--- src/rtl/fp_pkg.sv ---
// Shared single-precision field widths, constants, FSM state type and unpacked-float struct
// for the floating-point scaling units.
package fp_pkg;

    localparam int unsigned SIGN_W   = 1;
    localparam int unsigned EXP_W    = 8;
    localparam int unsigned MANT_W   = 23;
    localparam int unsigned FP_W     = SIGN_W + EXP_W + MANT_W;
    localparam int unsigned EXP_BIAS = 127;
    localparam int unsigned EXP_MAX  = 255;

    typedef enum logic [1:0] {
        IDLE  = 2'd0,
        CALC  = 2'd1,
        SHIFT = 2'd2,
        DONE  = 2'd3
    } fp_state_e;

    typedef struct packed {
        logic              sign;
        logic [EXP_W-1:0]  exp;
        logic [MANT_W-1:0] mant;
        logic              is_zero;
        logic              is_sub;
        logic              is_inf;
        logic              is_nan;
    } fp_unpacked_t;

endpackage

--- src/rtl/fp_unpack.sv ---
// Combinational IEEE-754 single split into sign/exponent/mantissa plus class flags.
module fp_unpack
    import fp_pkg::*;
(
    input  logic [FP_W-1:0] word,
    output fp_unpacked_t    fp_c
);

    logic exp_all_zero;
    logic exp_all_ones;
    logic mant_zero;

    assign exp_all_zero = (word[FP_W-2 -: EXP_W] == '0);
    assign exp_all_ones = (word[FP_W-2 -: EXP_W] == EXP_W'(EXP_MAX));
    assign mant_zero    = (word[MANT_W-1:0] == '0);

    always_comb begin
        fp_c         = '0;
        fp_c.sign    = word[FP_W-1];
        fp_c.exp     = word[FP_W-2 -: EXP_W];
        fp_c.mant    = word[MANT_W-1:0];
        fp_c.is_zero = exp_all_zero &  mant_zero;
        fp_c.is_sub  = exp_all_zero & ~mant_zero;
        fp_c.is_inf  = exp_all_ones &  mant_zero;
        fp_c.is_nan  = exp_all_ones & ~mant_zero;
    end

endmodule

--- src/rtl/fp_mul_pow2.sv ---
// Multi-cycle scaling of an IEEE-754 single by 2^n (n = signed datab[7:0]).
// Define FP_MUL_POW2_DENORM_EN to produce subnormal results by serial right shifting.
module fp_mul_pow2
    import fp_pkg::*;
#(
    parameter int unsigned SHIFT_MAX = 24
) (
    input  logic            clk,
    input  logic            reset,
    input  logic            clk_en,
    input  logic            start,
    input  logic [FP_W-1:0] dataa,
    input  logic [FP_W-1:0] datab,
    output logic            done,
    output logic [FP_W-1:0] result
);

    if (SHIFT_MAX < 1) begin : g_bad_shift_max
        $error("SHIFT_MAX must be at least 1");
    end

    fp_state_e         state_q;
    fp_state_e         state_d;
    logic [FP_W-1:0]   op_q;
    logic [EXP_W-1:0]  n_q;
    logic [FP_W-1:0]   pend_q;
    fp_unpacked_t      unp_c;
    logic signed [9:0] e_sum_c;
    logic [FP_W-1:0]   calc_res_c;
    logic              to_shift_c;
    logic              unused_datab_hi;

    assign unused_datab_hi = ^datab[FP_W-1:EXP_W];

    fp_unpack u_unpack (
        .word (op_q),
        .fp_c (unp_c)
    );

    // Biased exponent plus sign-extended scale, wide enough for -128..382.
    assign e_sum_c = $signed({2'b00, unp_c.exp}) + $signed({{2{n_q[EXP_W-1]}}, n_q});

    // Result class selection evaluated while in CALC.
    always_comb begin
        calc_res_c = '0;
        to_shift_c = 1'b0;
        if (unp_c.is_inf || unp_c.is_nan) begin
            calc_res_c = op_q;
        end else if (unp_c.is_zero || unp_c.is_sub) begin
            calc_res_c = {unp_c.sign, 31'b0};
        end else if (e_sum_c >= $signed(10'(EXP_MAX))) begin
            calc_res_c = {unp_c.sign, EXP_W'(EXP_MAX), 23'b0};
        end else if (e_sum_c >= 10'sd1) begin
            calc_res_c = {unp_c.sign, e_sum_c[EXP_W-1:0], unp_c.mant};
        end else begin
            calc_res_c = {unp_c.sign, 31'b0};
`ifdef FP_MUL_POW2_DENORM_EN
            to_shift_c = 1'b1;
`endif
        end
    end

`ifdef FP_MUL_POW2_DENORM_EN
    localparam int unsigned CNT_W = $clog2(SHIFT_MAX + 1);

    logic [CNT_W-1:0]  cnt_q;
    logic [MANT_W:0]   sig_q;
    logic              kill_q;
    logic [9:0]        shift_amt_c;
    logic              last_shift_c;
    logic [FP_W-1:0]   denorm_res_c;

    assign shift_amt_c  = 10'(10'sd1 - e_sum_c);
    assign last_shift_c = (cnt_q == CNT_W'(1));
    // Value of the word once the final shift of this cycle has been applied.
    assign denorm_res_c = kill_q ? {unp_c.sign, 31'b0}
                                 : {unp_c.sign, 8'h00, sig_q[MANT_W:1]};

    always_ff @(posedge clk or posedge reset) begin
        if (reset) begin
            cnt_q  <= '0;
            sig_q  <= '0;
            kill_q <= 1'b0;
        end else if (clk_en) begin
            if (state_q == CALC && to_shift_c) begin
                sig_q <= {1'b1, unp_c.mant};
                if (shift_amt_c >= 10'(SHIFT_MAX)) begin
                    cnt_q  <= CNT_W'(SHIFT_MAX);
                    kill_q <= 1'b1;
                end else begin
                    cnt_q  <= CNT_W'(shift_amt_c);
                    kill_q <= 1'b0;
                end
            end else if (state_q == SHIFT) begin
                sig_q <= sig_q >> 1;
                cnt_q <= cnt_q - CNT_W'(1);
            end
        end
    end
`endif

    // Next-state logic.
    always_comb begin
        state_d = state_q;
        unique case (state_q)
            IDLE:  if (start) state_d = CALC;
            CALC:  state_d = to_shift_c ? SHIFT : DONE;
`ifdef FP_MUL_POW2_DENORM_EN
            SHIFT: if (last_shift_c) state_d = DONE;
`else
            SHIFT: state_d = DONE;
`endif
            DONE:  state_d = IDLE;
            default: state_d = IDLE;
        endcase
    end

    // State, operand latches and registered outputs; everything holds while clk_en is low.
    always_ff @(posedge clk or posedge reset) begin
        if (reset) begin
            state_q <= IDLE;
            op_q    <= '0;
            n_q     <= '0;
            pend_q  <= '0;
            done    <= 1'b0;
            result  <= '0;
        end else if (clk_en) begin
            state_q <= state_d;
            done    <= (state_q == DONE);
            if (state_q == IDLE && start) begin
                op_q <= dataa;
                n_q  <= datab[EXP_W-1:0];
            end
            if (state_q == CALC) begin
                pend_q <= calc_res_c;
            end
`ifdef FP_MUL_POW2_DENORM_EN
            if (state_q == SHIFT && last_shift_c) begin
                pend_q <= denorm_res_c;
            end
`endif
            if (state_q == DONE) begin
                result <= pend_q;
            end
        end
    end

endmodule

--- config.mk ---
export PLATFORM = sky130hd
export DESIGN_NAME = fp_mul_pow2
export DESIGN_NICKNAME = d
export VERILOG_FILES = /design/src/rtl/fp_pkg.sv /design/src/rtl/fp_unpack.sv /design/src/rtl/fp_mul_pow2.sv
export SDC_FILE = /design/constraint.sdc
export NUM_CORES = 1
export LEC_CHECK = 0
export BUFFER_PORTS_ARGS = -buffer_cell sky130_fd_sc_hd__buf_2
export CORE_MARGIN = 5
export CORE_UTILIZATION = 45
export CTS_CLUSTER_DIAMETER = 60
export DETAILED_ROUTE_END_ITERATION = 7
export MAX_ROUTING_LAYER = met4
export PLACE_DENSITY = 0.74
export SYNTH_ARGS = -nofsm -noshare
export SYNTH_HDL_FRONTEND = slang
export SYNTH_SLANG_ARGS = --single-unit
--- constraint.sdc ---
create_clock -name clk -period 3.5 [get_ports clk]
set_input_delay 0 -clock clk [delete_from_list [all_inputs] [get_ports clk]]
set_output_delay 0 -clock clk [all_outputs]
set_load 0.02 [all_outputs]
==> results of run 1 <==
==> cell type report <==
type,instances,area (um^2),area share
Clock buffer,10,239,0.0377
Clock inverter,5,77.6,0.0122
Inverter,8,32.5,0.00514
Multi-Input combinational cell,305,2270,0.359
Sequential cell,107,2680,0.423
Tap cell,140,175,0.0277
Timing Repair Buffer,126,861,0.136
==> registers in the layout (all words and copies together), names as in the netlist <==
name and cells:
op_q 32, pend_q 32, result 32, n_q 8, state_q 2, done 1
==> synthesized netlist by cell type, types with 3 or more instances <==
library cell,number
sky130_fd_sc_hd__buf_1,7
sky130_fd_sc_hd__nand2b_1,4
sky130_fd_sc_hd__o21a_1,5
sky130_fd_sc_hd__nand2_1,126
sky130_fd_sc_hd__nor4_1,3
sky130_fd_sc_hd__buf_6,5
sky130_fd_sc_hd__inv_1,8
sky130_fd_sc_hd__o21ai_0,6
sky130_fd_sc_hd__mux2_2,73
sky130_fd_sc_hd__clkbuf_1,8
sky130_fd_sc_hd__dfrtp_1,107
sky130_fd_sc_hd__ha_1,13
sky130_fd_sc_hd__o31ai_2,20
sky130_fd_sc_hd__o311a_1,3
sky130_fd_sc_hd__nand4_1,3
sky130_fd_sc_hd__buf_2,4
sky130_fd_sc_hd__o22a_1,5
sky130_fd_sc_hd__o31ai_1,3
sky130_fd_sc_hd__xnor2_1,3
sky130_fd_sc_hd__and3_1,3
sky130_fd_sc_hd__a21oi_1,10
==> placed cells by master (no fill, tap or decap), types with 2 or more instances in the layout <==
master	instances
sky130_fd_sc_hd__xor2_1	2
sky130_fd_sc_hd__o21a_1	5
sky130_fd_sc_hd__o311a_1	3
sky130_fd_sc_hd__clkinv_2	2
sky130_fd_sc_hd__o21ai_0	5
sky130_fd_sc_hd__nor3b_1	2
sky130_fd_sc_hd__mux2_2	73
sky130_fd_sc_hd__nand2b_1	4
sky130_fd_sc_hd__and3_1	3
sky130_fd_sc_hd__inv_1	7
sky130_fd_sc_hd__dlygate4sd3_1	42
sky130_fd_sc_hd__nand2_1	125
sky130_fd_sc_hd__a21oi_1	10
sky130_fd_sc_hd__clkbuf_16	9
sky130_fd_sc_hd__a31o_1	2
sky130_fd_sc_hd__xnor2_1	3
sky130_fd_sc_hd__o22a_1	5
sky130_fd_sc_hd__buf_4	8
sky130_fd_sc_hd__ha_1	13
sky130_fd_sc_hd__a21o_1	2
sky130_fd_sc_hd__o31ai_2	20
sky130_fd_sc_hd__o31ai_1	3
sky130_fd_sc_hd__buf_2	76
sky130_fd_sc_hd__nand4_1	3
sky130_fd_sc_hd__nor4_1	3
sky130_fd_sc_hd__bufinv_16	2
sky130_fd_sc_hd__dfrtp_1	107
==> how the worst max path moves through the flow <==
stage,start,cells past startpoint,slack [ns],endpoint
2_1_floorplan,reset,1,0.68,done
3_3_place_gp,op_q[23],9,0.76,pend_q[20]
3_5_place_dp,op_q[29],7,0.74,pend_q[25]
4_1_cts,op_q[29],7,0.73,pend_q[25]
5_1_grt,op_q[29],7,0.51,pend_q[15]
6_report,op_q[29],7,0.70,pend_q[25]
==> cells by family (layout without fill, tap and decap cells) <==
kind of cell               count (synthesis)  count (layout)
AOI/OAI and AO/OA                         60              60
xor gates and xnor gates                   5               5
adders and majority gates                 14              14
buffers and inverters                     32             149
DFF                                      107             107
muxes                                     75              75
and+or+nand+nor                          151             151
==> report_power, final <==
part           switching (W)  leakage, nW  internal (W)  total, W
logic                0.00180         1.56       0.00139   0.00319
registers           0.000366         1.29       0.00186   0.00223
clock network       0.000435        0.154      0.000640   0.00107
==> what timing repair did <==
| item | in CTS | in global routing |
|---|---|---|
| endpoints found under the setup margin | 0 | 0 |
| hold endpoints to repair | 80 | 0 |
| hold buffers | 42 | 0 |
==> routing by layer <==
| metal | up-vias | global-route usage | share of wire |
|---|---|---|---|
| met2 | 79 | 0.285 | 0.48 |
| met3 | 10 | 0.0523 | 0.056 |
| met4 | 0 | 0.0487 | 0.0092 |
| met1 | 1788 | 0.225 | 0.45 |
| li1 | 1762 | - | - |
| met5 | - | - | 0 |
==> critical path, stage by stage, from the launching register on <==
cell and delay, ns:
sky130_fd_sc_hd__dfrtp_1 0.41, sky130_fd_sc_hd__ha_1 0.38, sky130_fd_sc_hd__a21oi_1 0.22, sky130_fd_sc_hd__nor3b_1 0.22, sky130_fd_sc_hd__a31o_1 0.28, sky130_fd_sc_hd__mux2i_4 0.79
sky130_fd_sc_hd__or2_2 0.26, sky130_fd_sc_hd__o311a_1 0.17
==> metrics by stage <==
| step | std cells | setup slack (ns) |
|---|---|---|
| 2_1_floorplan | 444 | 0.683 |
| 3_3_place_gp | 644 | 0.762 |
| 3_5_place_dp | 644 | 0.745 |
| 4_1_cts | 701 | 0.726 |
| 5_1_grt | 701 | 0.509 |
| 6_report | 701 | 0.698 |
==> parameters.txt, run 1 <==
Parameter                              Value

Global route
  First-pass GRT wire length    18300 um
  Number of global-route vias before repair    3758
  Remaining global-route overflow    0
  Overall fraction of global-route tracks in use    0.179
  Number of antenna violations at the first check in global routing    0
  Maximum number of pins on one net before global-route repair    42

Logic synthesis
  Portion of synthesized cell area occupied by the leading cell type    0.526
  Area fraction in and, or, nand and nor cells after synthesis    0.128
  Yosys warnings    0
  Top flip-flop cell by instance count after synthesis    sky130_fd_sc_hd__dfrtp_1
  Complex-gate fraction of the synthesized area    0.104
  Multiplexer area fraction after synthesis    0.166
  Number of distinct library cells after synthesis    40
  Most area-hungry cell type in the Yosys netlist    sky130_fd_sc_hd__dfrtp_1
  Total nets after synthesis    526
  EDFF count, synth    0
  Dominant combinational cell family by area after synthesis    multiplexers
  Synthesized area per cell    11.5 um^2
  Gate count of the mapped netlist    444
  Share of async-settable or async-resettable flops after synthesis    1.00
  Cell area after technology mapping    5090 um^2
  Fraction of synthesized cell area in xor and xnor cells    0.00861
  Cells taking the most area after synthesis    sky130_fd_sc_hd__dfrtp_1 53%, sky130_fd_sc_hd__mux2_2 16%, sky130_fd_sc_hd__nand2_1 9.3%
  Sequential-to-total area share from yosys stat    0.526
  Yosys reg bits    107
  Synthesized-area fraction occupied by adder cells    0.0359

Place
  Port buffer count    76
  Routability congestion estimate from global placement    0.874
  Area post-placement    5600 um^2
  Post-DP HPWL    7170 um

Floorplanning
  Die ar.    13500 um^2
  Site row count    38
  Starting density of the core    0.463
  I/O pin cnt    101
  Vertical die dimension    116 um
  Die outline width    116 um
  Floorplan Core Area    11000 um^2

STA
  Shortest clock period the worst path allows after layout    2.80 ns
  Setup repair after global routing missed its margin    no
  Hold violation count in the final report    0
  Pin slew with the least headroom to its limit    1.01 ns
  Worst max-slew margin expressed relative to the limit    0.324
  Final count of negative-setup-slack endpoints    0
  Worst slack on hold paths    0.0907 ns
  Peak Freq    357 MHz
  Final Cycle Share    0.801
  Max-slew violations    0
  Total Negative Setup Slacks    0 ns
  Max Clock Skew    0.00439 ns

Job
  Max Cap Violations    0

Critical path
  Type of destination of the critical path    flop
  Logic depth of the worst register-to-register path    7
  Startpoint of the worst-slack reg-to-reg timing path    op_q[29]
  CP required    3.79 ns
  Kind of launch point of the worst setup path    flop
  Worst setup slack for register-to-register paths    0.70 ns
  Worst r2r dst    pend_q[25]
  Worst setup path class    flop to flop
  Largest fanout on the critical path    29
  Data arrival time of the critical path    3.09 ns

Clocking
  Later-pin clock latency in the skew report    0.35 ns
  TritonCTS Buffers    9
  Clock edge transition at the registers on the reported setup and hold paths    0.07 ns
  TritonCTS sink count    107
  Clock tree buffer depth    2
  Deepest level of the CTS H-tree    3
  TritonCTS clock tree    done
  Root buffer cell    sky130_fd_sc_hd__clkbuf_16
  Number of resized instances in the post-cts repair step    0
  Number of buffers inserted to repair setup after CTS    0

Worst hold path
  Hold WC Path Type    input pin to flop
  Instance count along the most critical hold path    4
  Hold path start    start
  Hold worst-path end    state_q[0]

Drt
  Iteration-0 DRC count of the detailed router    236
  Post-route DRC    0
  Number of vias per cell after detailed routing    5.19
  Number of vias in the routed layout    3639
  Routed wirelength normalized by instance count    15.3 um
  Post-Route WL    10800 um
  Antenna-violating nets left    0
  First-pass detailed-route iteration total    4

Final layout
  Post-Route Utilization    0.577
  Diode count    0
  Number of fillers in the final layout    891
  Fraction of final layout cells sized beyond drive strength 1    0.357
  # nets final    639
  Post-route cell area    6330 um^2
  Synth-to-Final Area Change    24.5%

Power
  Worst voltage drop across the vdd grid    0.631 mV
  Overall power after layout    0.00650 W
  Leakage power    3.01 nW
  Total power divided by cell area    1030 nW/um^2

Outcome
  Result of the run    finished clean
Power figures use the tool's default switching activity.
==> run 2, diff against run 1 <==
- ABC_AREA: not set -> 1
- PLACE_DENSITY: 0.74 -> 0.77
- clock period: 3.5 -> 2.4 ns (I/O delays scaled with it)
==> parameters.txt, run 2 <==
Parameter                              Value

Floorplanning
  I/O pin cnt    101 (unchanged)
  Starting density of the core    0.459 (was 0.463)
  Vertical die dimension    115 um (was 116 um)
  Floorplan Core Area    10800 um^2 (was 11000 um^2)
  Die outline width    115 um (was 116 um)
  Site row count    38 (unchanged)
  Die ar.    13300 um^2 (was 13500 um^2)

Clocking
  Clock tree buffer depth    2 (unchanged)
  TritonCTS clock tree    done (unchanged)
  TritonCTS sink count    107 (unchanged)
  Root buffer cell    sky130_fd_sc_hd__clkbuf_8 (was sky130_fd_sc_hd__clkbuf_16)
  Deepest level of the CTS H-tree    3 (unchanged)
  Later-pin clock latency in the skew report    0.37 ns (was 0.35 ns)
  Clock edge transition at the registers on the reported setup and hold paths    0.11 ns (was 0.07 ns)
  TritonCTS Buffers    9 (unchanged)

Critical path
  Type of destination of the critical path    flop (unchanged)
  Cell at the slowest stage of the critical path    sky130_fd_sc_hd__fa_2 (was sky130_fd_sc_hd__mux2i_4)
  Timing startpoint of the critical path    n_q[0] (was op_q[29])
  Kind of launch point of the worst setup path    flop (unchanged)
  Most used cell along the critical path    sky130_fd_sc_hd__nand3_2
  Logic depth of the worst register-to-register path    14 (was 7)
  CP max stage delay    0.55 ns (was 0.79 ns)
  Startpoint of the worst-slack reg-to-reg timing path    n_q[0] (was op_q[29])
  Cells along the critical path    ha_2 -> fa_2 -> nand2_1 -> nor2_1 -> nand3_2 -> nor2_2 -> nand3_2 -> nor2_4 -> nor2_8 -> nand3_4 -> nand2_4 -> clkbuf_16 -> nand3_2 -> nand2_1 (was ha_1 -> a21oi_1 -> nor3b_1 -> a31o_1 -> mux2i_4 -> or2_2 -> o311a_1)
  CP required    2.67 ns (was 3.79 ns)
  Worst setup slack for register-to-register paths    0.02 ns (was 0.70 ns)
  Number of buffer and inverter stages on the critical path    1 (was 0)
  Data arrival time of the critical path    2.65 ns (was 3.09 ns)
  Family with the most delay on the worst path    simple AND/OR/NAND/NOR gates (was multiplexers)
  Worst r2r dst    pend_q[6] (was pend_q[25])
  Worst setup path class    flop to flop (unchanged)
  Largest fanout on the critical path    7 (was 29)

Power
  Worst voltage drop across the vdd grid    0.619 mV (was 0.631 mV)
  Net switching power figure    0.00384 W (was 0.00260 W)
  Overall power after layout    0.00903 W (was 0.00650 W)
  Total power divided by cell area    1430 nW/um^2 (was 1030 nW/um^2)
  Internal power    0.00519 W (was 0.00390 W)
  Share of total power in combinational logic    0.538 (was 0.491)
  Relative contribution of the clock network to total power    0.125 (was 0.165)
  Net Sw Frac    0.425 (was 0.400)
  Leakage power    3.21 nW (was 3.01 nW)
  Sequential Power Share    0.337 (was 0.343)

STA
  Peak Freq    420 MHz (was 357 MHz)
  Setup repair after global routing missed its margin    yes (was no)
  Max-slew violations    0 (unchanged)
  Hold violation count in the final report    0 (unchanged)
  Final Cycle Share    0.991 (was 0.801)
  Final count of negative-setup-slack endpoints    0 (unchanged)
  Max Clock Skew    0.0106 ns (was 0.00439 ns)
  Worst max-slew margin expressed relative to the limit    0.481 (was 0.324)
  Pin slew with the least headroom to its limit    0.776 ns (was 1.01 ns)
  Shortest clock period the worst path allows after layout    2.38 ns (was 2.80 ns)
  Worst slack on hold paths    0.0774 ns (was 0.0907 ns)

Drt
  Post-Route WL    10900 um (was 10800 um)
  Antenna-violating nets left    0 (unchanged)
  Routed wirelength normalized by instance count    14.8 um (was 15.3 um)
  Post-route DRC    0 (unchanged)
  Number of vias per cell after detailed routing    4.98 (was 5.19)
  Iteration-0 DRC count of the detailed router    201 (was 236)
  Number of vias in the routed layout    3643 (was 3639)
  First-pass detailed-route iteration total    6 (was 4)

Logic synthesis
  Yosys warnings    0 (unchanged)
  Total nets after synthesis    535 (was 526)
  Most frequent cells after synthesis    109 x sky130_fd_sc_hd__nand2_1, 107 x sky130_fd_sc_hd__dfrtp_1, 66 x sky130_fd_sc_hd__mux2_2 (was 126 x sky130_fd_sc_hd__nand2_1, 107 x sky130_fd_sc_hd__dfrtp_1, 73 x sky130_fd_sc_hd__mux2_2)
  Top flip-flop cell by instance count after synthesis    sky130_fd_sc_hd__dfrtp_1 (unchanged)
  Number of distinct library cells after synthesis    30 (was 40)
  Cells taking the most area after synthesis    sky130_fd_sc_hd__dfrtp_1 54%, sky130_fd_sc_hd__mux2_2 15%, sky130_fd_sc_hd__nand2_1 8.2% (was sky130_fd_sc_hd__dfrtp_1 53%, sky130_fd_sc_hd__mux2_2 16%, sky130_fd_sc_hd__nand2_1 9.3%)
  Portion of synthesized cell area occupied by the leading cell type    0.538 (was 0.526)
  Sequential-to-total area share from yosys stat    0.538 (was 0.526)
  Share of async-settable or async-resettable flops after synthesis    1.00 (unchanged)
  Gate count of the mapped netlist    453 (was 444)
  Synthesized area per cell    11.0 um^2 (was 11.5 um^2)
  Most area-hungry cell type in the Yosys netlist    sky130_fd_sc_hd__dfrtp_1 (unchanged)
  Cell area after technology mapping    4970 um^2 (was 5090 um^2)
  Library cell with the highest instance count after synthesis    sky130_fd_sc_hd__nand2_1 (unchanged)
  EDFF count, synth    0 (unchanged)
  Yosys reg bits    107 (unchanged)

Place
  Area post-placement    5620 um^2 (was 5600 um^2)
  Post-DP HPWL    7320 um (was 7170 um)
  Routability congestion estimate from global placement    0.920 (was 0.874)
  Port buffer count    76 (unchanged)

Final layout
  Diode count    0 (unchanged)
  # nets final    669 (was 639)
  Top Registers    op_q: 32 flops, pend_q: 32 flops, result: 32 flops (unchanged)
  Post-route cell area    6320 um^2 (was 6330 um^2)
  Fraction of final layout cells sized beyond drive strength 1    0.400 (was 0.357)
  Synth-to-Final Area Change    27.1% (was 24.5%)
  Commonest cells after routing, fill and taps aside    107 x sky130_fd_sc_hd__nand2_1, 107 x sky130_fd_sc_hd__dfrtp_1, 76 x sky130_fd_sc_hd__buf_2 (was 125 x sky130_fd_sc_hd__nand2_1, 107 x sky130_fd_sc_hd__dfrtp_1, 76 x sky130_fd_sc_hd__buf_2)

Global route
  Number of antenna violations at the first check in global routing    0 (unchanged)
  Maximum number of pins on one net before global-route repair    47 (was 42)
  Overall fraction of global-route tracks in use    0.175 (was 0.179)
  Number of global-route vias before repair    3872 (was 3758)
  First-pass GRT wire length    18000 um (was 18300 um)
  Remaining global-route overflow    0 (unchanged)

Worst hold path
  Hold path start    start (unchanged)
  Hold worst-path end    state_q[1] (was state_q[0])
  Instance count along the most critical hold path    4 (unchanged)
  Hold WC Path Type    input pin to flop (unchanged)

Job
  Max Cap Violations    0 (unchanged)

Outcome
  Result of the run    finished clean (unchanged)
-- run 2: power by group through the flow --
stage / Sequential, W / Clock, W / Combinational, W
2_1_floorplan: 0.00319 / 0 / 0.00316
3_3_place_gp: 0.00302 / 0 / 0.00434
3_5_place_dp: 0.00307 / 0 / 0.00444
4_1_cts: 0.00304 / 0.00115 / 0.00453
5_1_grt: 0.00314 / 0.00122 / 0.00539
6_report: 0.00304 / 0.00113 / 0.00486
-- run 2: final cells by class --
class                      count  area [um^2]
sequential                   107         2680
clock buffer                  10          128
timing repair buffer         137         1010
fill                         904         4520
clock inverter                 6         68.8
inverter                      33          128
multi-input combinational    299         2140
tap                          140          175
-- run 2: through the flow --
stage	utilization	setup TNS (ns)	setup slack (ns)	cells
finish	0.583	0	0.0205	732
global route	0.583	-2.93	-0.119	732
CTS	0.576	0	0.00641	730
detailed placement	0.519	-0.344	-0.0347	672
global placement	0.519	0	0.0163	672
floorplan	-	0	0.104	453
-- run 2: repair_timing --
item	4_1_cts	5_1_grt
hold endpoints to repair	68	0
gates resized for setup	2	12
hold buffers	42	0
setup buffers	0	1
pin swaps	1	11
endpoints found under the setup margin	29	31
cloned	0	1
-- run 2: cells by family (layout without fill, tap and decap cells) --
kind of cell             Yosys count  count (layout)  synth area share
adder cells (fa/ha/maj)           14              14            0.0367
AND/OR/NAND/NOR                  193             193             0.203
buffers and inverters             47             186            0.0435
XOR/XNOR                           1               1           0.00176
flip-flops                       107             107             0.538
multiplexers                      66              66             0.149
AO/OA/AOI/OAI                     25              25            0.0269
-- run 2: worst min-delay path, delay by kind of cell --
family	cells	cell delay, ns
AO/OA/AOI/OAI	2	0.20
buffers and inverters	1	0.10
AND/OR/NAND/NOR	1	0.12
-- run 2: worst max path at each step --
stage	end	slack, ns	depth (start not counted)
floorplan	pend_q[0]	0.10	17
global placement	pend_q[1]	0.02	17
detailed placement	pend_q[6]	-0.03	17
CTS	pend_q[2]	0.006	17
global route	pend_q[6]	-0.12	14
finish	pend_q[6]	0.02	14
-- run 2: metal layers --
metal	up-vias	share of wire	track usage
met4	0	0.025	0.0720
met1	1776	0.42	0.210
met5	-	0	-
met2	81	0.52	0.298
li1	1765	-	-
met3	21	0.041	0.0242
==> run 3, diff against run 2 <==
- CORE_MARGIN: 5 -> 4
- RECOVER_POWER: not set -> 50
- SKIP_CTS_REPAIR_TIMING: not set -> 1
==> parameters.txt, run 3 (synthesized netlist as in run 2, its figures left out) <==
Parameter                              Value

Power
  Relative contribution of the clock network to total power    0.113 (was 0.125)
  Net switching power figure    0.00390 W (was 0.00384 W)
  Overall power after layout    0.00919 W (was 0.00903 W)
  Net Sw Frac    0.425 (about the same)
  Leakage power    3.21 nW (about the same)
  Internal power    0.00529 W (was 0.00519 W)
  Share of total power in combinational logic    0.556 (was 0.538)
  Total power divided by cell area    1450 nW/um^2 (was 1430 nW/um^2)
  Sequential Power Share    0.331 (was 0.337)
  Worst voltage drop across the vdd grid    0.620 mV (was 0.619 mV)

Floorplanning
  Die ar.    12800 um^2 (was 13300 um^2)
  Vertical die dimension    113 um (was 115 um)
  Starting density of the core    0.459 (unchanged)
  Die outline width    113 um (was 115 um)
  Site row count    38 (unchanged)
  I/O pin cnt    101 (unchanged)
  Floorplan Core Area    10800 um^2 (unchanged)

Drt
  Number of vias in the routed layout    3611 (was 3643)
  Routed wirelength normalized by instance count    14.8 um (about the same)
  Iteration-0 DRC count of the detailed router    228 (was 201)
  Number of vias per cell after detailed routing    4.91 (was 4.98)
  Post-Route WL    10900 um (about the same)
  Antenna-violating nets left    0 (unchanged)
  Post-route DRC    0 (unchanged)
  First-pass detailed-route iteration total    4 (was 6)

Final layout
  Synth-to-Final Area Change    27.7% (was 27.1%)
  Top Registers    op_q: 32 flops, pend_q: 32 flops, result: 32 flops (unchanged)
  # nets final    673 (was 669)
  Diode count    0 (unchanged)
  Fraction of final layout cells sized beyond drive strength 1    0.398 (was 0.400)
  Number of fillers in the final layout    910 (was 904)
  Post-Route Utilization    0.586 (was 0.583)
  Commonest cells after routing, fill and taps aside    107 x sky130_fd_sc_hd__dfrtp_1, 104 x sky130_fd_sc_hd__nand2_1, 74 x sky130_fd_sc_hd__buf_2 (was 107 x sky130_fd_sc_hd__nand2_1, 107 x sky130_fd_sc_hd__dfrtp_1, 76 x sky130_fd_sc_hd__buf_2)
  Most common cell after layout, fill and taps aside    sky130_fd_sc_hd__dfrtp_1

Critical path
  Worst setup slack for register-to-register paths    -0.06 ns (was 0.02 ns)
  Startpoint of the worst-slack reg-to-reg timing path    n_q[0] (unchanged)
  Worst setup path class    flop to flop (unchanged)
  Logic depth of the worst register-to-register path    13 (was 14)
  Data arrival time of the critical path    2.73 ns (was 2.65 ns)
  Kind of launch point of the worst setup path    flop (unchanged)
  Type of destination of the critical path    flop (unchanged)
  Worst r2r dst    pend_q[7] (was pend_q[6])
  CP required    2.67 ns (about the same)
  Largest fanout on the critical path    5 (was 7)

Clocking
  Clock tree buffer depth    2 (unchanged)
  Later-pin clock latency in the skew report    0.37 ns (about the same)
  Root buffer cell    sky130_fd_sc_hd__clkbuf_8 (unchanged)
  TritonCTS Buffers    9 (unchanged)
  Deepest level of the CTS H-tree    3 (unchanged)
  TritonCTS sink count    107 (unchanged)
  Clock edge transition at the registers on the reported setup and hold paths    0.10 ns (was 0.11 ns)
  TritonCTS clock tree    done (unchanged)

Place
  Post-DP HPWL    7140 um (was 7320 um)
  Routability congestion estimate from global placement    0.888 (was 0.920)
  Pre-CTS setup slack    -0.0558 ns (was -0.0347 ns)
  Port buffer count    76 (unchanged)

Global route
  Number of antenna violations at the first check in global routing    0 (unchanged)
  Overall fraction of global-route tracks in use    0.171 (was 0.175)
  Maximum number of pins on one net before global-route repair    108 (was 47)
  Number of global-route vias before repair    3658 (was 3872)
  First-pass GRT wire length    17200 um (was 18000 um)
  Remaining global-route overflow    0 (unchanged)

STA
  Hold violation count in the final report    0 (unchanged)
  Worst max-slew margin expressed relative to the limit    0.0585 (was 0.481)
  Setup repair after global routing missed its margin    yes (unchanged)
  Worst slack on hold paths    0.0714 ns (was 0.0774 ns)
  Shortest clock period the worst path allows after layout    2.46 ns (was 2.38 ns)
  Post-layout worst setup margin    -0.0638 ns (was 0.0205 ns)
  Total Negative Setup Slacks    -0.897 ns (was 0 ns)
  Final Cycle Share    1.03 (was 0.991)
  Peak Freq    406 MHz (was 420 MHz)
  Pin slew with the least headroom to its limit    1.41 ns (was 0.776 ns)
  Final count of negative-setup-slack endpoints    24 (was 0)
  Max Clock Skew    0.0117 ns (was 0.0106 ns)
  Max-slew violations    0 (unchanged)

Outcome
  Failing checks    setup timing
  Result of the run    finished with violations (was finished clean)

Worst hold path
  Instance count along the most critical hold path    4 (unchanged)
  Hold worst-path end    state_q[0] (was state_q[1])
  Hold WC Path Type    input pin to flop (unchanged)
  Hold path start    start (unchanged)

Job
  Max Cap Violations    0 (unchanged)
## run 3: changes by cell type in the layout (fill, tap and decap cells not counted), sizes merged
cell    previous run  this run
bufinv             1         0
inv               35        34
clkbuf            11        17
## run 3: power by group through the flow
stage / clock, W / sequential (W) / combinational (W)
floorplan: 0 / 0.00319 / 0.00316
global placement: 0 / 0.00302 / 0.00431
detailed placement: 0 / 0.00307 / 0.00442
CTS: 0.00106 / 0.00303 / 0.00445
global route: 0.00113 / 0.00313 / 0.00566
finish: 0.00104 / 0.00304 / 0.00511
## run 3: how the worst max path moves through the flow
stage | startpoint | to
4_1_cts | op_q[23] | pend_q[3]
2_1_floorplan | op_q[23] | pend_q[0]
3_3_place_gp | op_q[23] | pend_q[21]
5_1_grt | n_q[0] | pend_q[10]
3_5_place_dp | op_q[23] | pend_q[5]
6_report | n_q[0] | pend_q[7]
## run 3: area by class of cell
type                       count  area, um^2  area share
timing repair buffer         141        1050       0.166
clock buffer                  12         145      0.0229
tap                          140         175      0.0276
inverter                      33         128      0.0201
sequential                   107        2680       0.422
clock inverter                 4        33.8     0.00532
multi-input combinational    299        2140       0.336
## run 3: critical path, cell delays in order, from the launching register on
cell and delay [ns]:
sky130_fd_sc_hd__dfrtp_1 0.40, sky130_fd_sc_hd__ha_2 0.21, sky130_fd_sc_hd__fa_2 0.41, sky130_fd_sc_hd__xnor2_1 0.31, sky130_fd_sc_hd__nand3_1 0.12, sky130_fd_sc_hd__nor2_1 0.09, sky130_fd_sc_hd__nand3_1 0.09, sky130_fd_sc_hd__o21ai_2 0.15
sky130_fd_sc_hd__nand2_2 0.09, sky130_fd_sc_hd__nand3_4 0.11, sky130_fd_sc_hd__nand2_8 0.09, sky130_fd_sc_hd__clkbuf_16 0.18, sky130_fd_sc_hd__nand3_2 0.05, sky130_fd_sc_hd__nand2_1 0.06
## run 3: stage by stage
stage	std cells	area [um^2]
finish	736	6350
global route	736	6350
CTS	689	5810
detailed placement	673	5630
global placement	673	5630
floorplan	453	4980
## run 3: routing by layer
| layer | vias up | GRT usage | share of wire |
|---|---|---|---|
| met3 | 13 | 0.0283 | 0.037 |
| met2 | 76 | 0.285 | 0.52 |
| met5 | - | - | 0 |
| met1 | 1758 | 0.209 | 0.43 |
| met4 | 0 | 0.0641 | 0.015 |
| li1 | 1764 | - | - |
